<file path="config.mk">
export PLATFORM = sky130hd
export DESIGN_NAME = word_lane_serializer
export DESIGN_NICKNAME = d
export VERILOG_FILES = /design/src/rtl/word_lane_serializer.sv
export SDC_FILE = /design/constraint.sdc
export NUM_CORES = 1
export LEC_CHECK = 0
export ABC_CLOCK_PERIOD_IN_PS = 2100
export CORE_ASPECT_RATIO = 0.8
export CORE_MARGIN = 4
export CORE_UTILIZATION = 48
export DETAILED_ROUTE_END_ITERATION = 10
export PLACE_DENSITY = 0.79
export SLEW_MARGIN = 30
export SYNTH_ARGS = -nofsm -noshare
export SYNTH_HDL_FRONTEND = slang
export SYNTH_SLANG_ARGS = --single-unit
</file>
<file path="constraint.sdc">
create_clock -name clk -period 2.1 [get_ports clk]
set_clock_uncertainty 0.1 [all_clocks]
set_input_delay 0.315 -clock clk [delete_from_list [all_inputs] [get_ports clk]]
set_output_delay 0.315 -clock clk [all_outputs]
set_load 0.005 [all_outputs]
</file>
<file path="src/rtl/word_lane_serializer.sv">
// Valid/ready word-to-lane serializer; lane order chosen per word (MSB- or LSB-first).
// Optional SPLITTER_ZERO_SKIP_EN drops all-zero lanes from the output stream.
module word_lane_serializer #(
    parameter int WORD_W = 32,
    parameter int LANE_W = 8,
    parameter int IDX_W  = $clog2(WORD_W / LANE_W)
) (
    input  logic              clk,
    input  logic              reset_n,
    input  logic              in_valid,
    output logic              in_ready,
    input  logic [WORD_W-1:0] in_data,
    input  logic              in_msb_first,
    output logic              out_valid,
    input  logic              out_ready,
    output logic [LANE_W-1:0] out_data,
    output logic [IDX_W-1:0]  out_idx,
    output logic              out_last
);
    localparam int NLANES = WORD_W / LANE_W;
    localparam logic [IDX_W-1:0] TOP = IDX_W'(NLANES - 1);

    typedef enum logic {IDLE, EMIT} state_t;

    state_t            state_q, state_d;
    logic [WORD_W-1:0] buf_q, buf_d;
    logic              msb_q, msb_d;
    logic [IDX_W-1:0]  ptr_q, ptr_d;

    logic [LANE_W-1:0] lane [NLANES];
    logic [IDX_W-1:0]  first_idx;
    logic [IDX_W-1:0]  next_idx;
    logic              last;
    logic              in_xfer;
    logic              out_xfer;

    always_comb begin
        for (int k = 0; k < NLANES; k++) begin
            lane[k] = buf_q[k*LANE_W +: LANE_W];
        end
    end

`ifdef SPLITTER_ZERO_SKIP_EN
    logic [NLANES-1:0] nz_in;
    logic [NLANES-1:0] nz_buf;

    always_comb begin
        for (int k = 0; k < NLANES; k++) begin
            nz_in[k]  = |in_data[k*LANE_W +: LANE_W];
            nz_buf[k] = |lane[k];
        end
    end

    // Scans run so the last hit wins; an all-zero word falls back to the final lane.
    always_comb begin
        first_idx = in_msb_first ? '0 : TOP;
        if (in_msb_first) begin
            for (int k = 0; k < NLANES; k++) begin
                if (nz_in[k]) first_idx = IDX_W'(k);
            end
        end else begin
            for (int k = NLANES - 1; k >= 0; k--) begin
                if (nz_in[k]) first_idx = IDX_W'(k);
            end
        end
    end

    always_comb begin
        next_idx = ptr_q;
        last     = 1'b1;
        if (msb_q) begin
            for (int k = 0; k < NLANES; k++) begin
                if (nz_buf[k] && k < int'(ptr_q)) begin
                    next_idx = IDX_W'(k);
                    last     = 1'b0;
                end
            end
        end else begin
            for (int k = NLANES - 1; k >= 0; k--) begin
                if (nz_buf[k] && k > int'(ptr_q)) begin
                    next_idx = IDX_W'(k);
                    last     = 1'b0;
                end
            end
        end
    end
`else
    assign first_idx = in_msb_first ? TOP : '0;
    assign next_idx  = msb_q ? ptr_q - IDX_W'(1) : ptr_q + IDX_W'(1);
    assign last      = msb_q ? (ptr_q == '0) : (ptr_q == TOP);
`endif

    assign out_valid = (state_q == EMIT);
    assign out_xfer  = out_valid && out_ready;
    assign in_ready  = reset_n && (state_q == IDLE || (out_xfer && last));
    assign in_xfer   = in_valid && in_ready;
    assign out_data  = out_valid ? lane[ptr_q] : '0;
    assign out_idx   = out_valid ? ptr_q : '0;
    assign out_last  = out_valid && last;

    always_comb begin
        state_d = state_q;
        buf_d   = buf_q;
        msb_d   = msb_q;
        ptr_d   = ptr_q;
        if (in_xfer) begin
            state_d = EMIT;
            buf_d   = in_data;
            msb_d   = in_msb_first;
            ptr_d   = first_idx;
        end else if (out_xfer) begin
            if (last) state_d = IDLE;
            else      ptr_d   = next_idx;
        end
    end

    always_ff @(posedge clk or negedge reset_n) begin
        if (!reset_n) begin
            state_q <= IDLE;
            buf_q   <= '0;
            msb_q   <= 1'b0;
            ptr_q   <= '0;
        end else begin
            state_q <= state_d;
            buf_q   <= buf_d;
            msb_q   <= msb_d;
            ptr_q   <= ptr_d;
        end
    end
endmodule

</file>
==> qor.yml <==
setup_path:
  rr_startpoint: "msb_q$_DFFE_PN0P_"
  r2r.worst_path.cells: 5
  slowest_delay_ns: 0.48
  rrSetupSlack_ns: 0.12
  end_kind: "output pin"
  r2r_end: "buf_q[14]$_DFFE_PN0P_"
  cp_num_buf_inv: 3
  crit_type: "reg2out"
  crit_slowest_cell: "mux4_2"
  critical-path-top-cell-by-count: "buf_6"
  cp.depth: 5
  critPathMaxFanout: 6
  critPathArrivalTime_ns: 1.69
  crit_path_start_kind: "flip-flop"
  cp_top_family: "multiplexers"
  required_ns: 1.68
  path_cells: "buf_12, buf_6, mux4_2, and2_4, buf_6"
outcome:
  status: "complete, but fails checks"
  violations: "setup timing"
power_and_ir_drop:
  seqPwrFrac_pct: 32.1
  ir_worst_vdd_mv: 0.763
  p_comb_share_pct: 53.2
  clockPowerShare_pct: 14.7
  internal-power_mw: 2.95
  p_switching_mw: 1.11
  powerDensity_nw_per_um2: 1510
  p_sw_share_pct: 27.4
  p_leak_nw: 1.20
logic_synthesis:
  yosysMostFrequentCell: "dfrtp_1"
  synthFlopType: "dfrtp_1"
  synth_area_um2: 1880
  synth_top_area_share_pct: 47.9
  netlist_top_cells_area: "dfrtp_1 (48%), mux2_4 (24%), mux4_2 (9.6%)"
  netlist_instances: 117
  ys_types: 20
  syn-num-nets: 154
  synth_seq_area_share_pct: 47.9
  netlist.top_cell.by_area: "dfrtp_1"
  synthArstFlopShare_pct: 100
  synth_edf_count: 0
  ys_warn_count: 0
  synthTopCellsByCount: "dfrtp_1 (36), mux2_4 (30), and2_1 (11)"
  ys_seq_elements: 36
  avgSynthCellArea_um2: 16.1
global_route:
  antenna_found_initial: 0
  grt_pass1_vias: 1306
  grt-ovfl-total: 0
  grt_max_degree: 30
  grt_pass1_wl_um: 6600
  grt.total_usage_pct: 17.6
place:
  place_area_um2: 2440
  portBuffers: 49
  dpl.hpwl_um: 2770
  dp.cells: 223
  gp_congestion: 0.771
cells_and_area:
  utilization_pct: 71.3
  syn_to_final_growth_pct: 43.3
  layout-drive-gt1-share_pct: 49.7
  instances_no_fill: 242
  fin_area_um2: 2700
  diodes: 0
  final_nets: 223
route:
  num_vias: 1195
  routed_via_density: 4.94
  drt-total-wl_um: 3960
  firstDrtPassIters: 4
  dr.first_iter.drc_count: 65
  final_antenna_net_count: 0
  route.detailed.drc: 0
  wl_per_cell_um: 16.4
cts:
  clkLatencyLatePin_ns: 0.29
  cts_buffer_depth: 2
  clock-sinks: 36
  htree_levels: 2
  cts_tree: "done"
  cts-root-buf: "clkbuf_8"
  path_clk_slew_ns: 0.07
  cts_buffers: 5
timing:
  worst_pin_slew_ns: 0.372
  final_hold_viol_count: 0
  period_needed_ns: 2.10
  rsz0062_at_grt: "true"
  max_freq_ghz: 0.475
  maxSlewHeadroom_pct: 75.2
  report.final.slew_viol_count: 0
  setup_violations: 3
  fin_crit_sh_pct: 100
  setup_ws_ns: -0.00450
  finalSetupTns_ns: -0.00859
die:
  fp.dieW_um: 78.0
  io-pin-count: 50
  die_h_um: 64.0
  coreArea_um2: 3780
  num_rows: 20
  die_area_um2: 4990
  start_util_pct: 49.8
min_path:
  hold_class: "in2async"
job:
  maxCapViolCount: 0
[power by group through the flow]
stage / Clock [mW] / Combinational, mW / Sequential (mW)
final: 0.598 / 2.16 / 1.30
after floorplan: 0 / 1.25 / 1.20
after global placement: 0 / 1.79 / 1.27
after global routing: 0.643 / 2.31 / 1.35
after detailed placement: 0 / 1.82 / 1.29
after CTS: 0.617 / 2.00 / 1.30
[worst max-delay path by stage]
stage / startpoint / to / slack (ns)
after floorplan: ptr_q[0]$_DFFE_PN0P_ / buf_q[10]$_DFFE_PN0P_ / 0.33
final: ptr_q[0]$_DFFE_PN0P_ / out_data[2] / -0.004
after global placement: out_ready / in_ready / -0.20
after detailed placement: out_ready / in_ready / -0.21
after CTS: ptr_q[0]$_DFFE_PN0P_ / out_data[6] / -0.09
after global routing: ptr_q[0]$_DFFE_PN0P_ / out_data[1] / -0.07
[kinds of logic (layout without fill, tap and decap cells)]
family,Yosys count,count (layout),share of synthesized area [%]
AOI/OAI and AO/OA,5,5,2.13
adders and majority gates,1,1,0.532
buffers and inverters,9,79,6.12
DFF,36,36,47.9
muxes,43,43,36.5
and+or+nand+nor,23,23,6.79
[cells in the final DEF, fill, tap and decap left out, drive strengths merged, types with 3 or more instances in the layout]
| master | n |
|---|---|
| buf | 31 |
| dfrtp | 36 |
| mux4 | 8 |
| nand2 | 7 |
| and2 | 12 |
| clkdlybuf4s50 | 38 |
| o21ai | 3 |
| mux2 | 35 |
| clkbuf | 6 |
[flip-flops by register name (all words and copies together), names as in the netlist]
signal,cells
ptr_q,2
msb_q,1
out_valid,1
buf_q,32
[stage by stage]
stage	hold WS (ns)	setup slack, ns	total power, mW
5_1_grt	0.325	-0.0710	4.30
4_1_cts	0.311	-0.0862	3.92
6_report	0.311	-0.00450	4.06
3_5_place_dp	0.0831	-0.207	3.12
3_3_place_gp	0.0793	-0.202	3.06
2_1_floorplan	-0.0806	0.326	2.45
[per-layer routing]
layer | GRT usage, % | routed length (µm) | vias up
met5 | 0 | 0 | -
li1 | - | - | 559
met2 | 28.4 | 1910 | 44
met1 | 22.7 | 1740 | 587
met3 | 6.48 | 273 | 5
met4 | 3.93 | 38 | 0
[layout make-up]
class | count | area, µm²
Clock buffer | 6 | 72.6
Clock inverter | 2 | 35.0
Inverter | 1 | 3.75
Multi-Input combinational cell | 72 | 892
Fill cell | 242 | 1080
Timing Repair Buffer | 70 | 718
Tap cell | 55 | 68.8
Sequential cell | 36 | 905
[what timing repair did]
| action | 4_1_cts | 5_1_grt |
|---|---|---|
| gates cloned | 1 | 0 |
| pin swaps | 7 | 0 |
| endpoints found under the hold margin | 7 | 0 |
| gates resized for setup | 55 | 12 |
| endpoints found under the setup margin | 10 | 9 |
| setup buffers | 9 | 0 |
| hold buffers | 1 | 0 |
No activity file was read; power rests on OpenSTA's default activity.
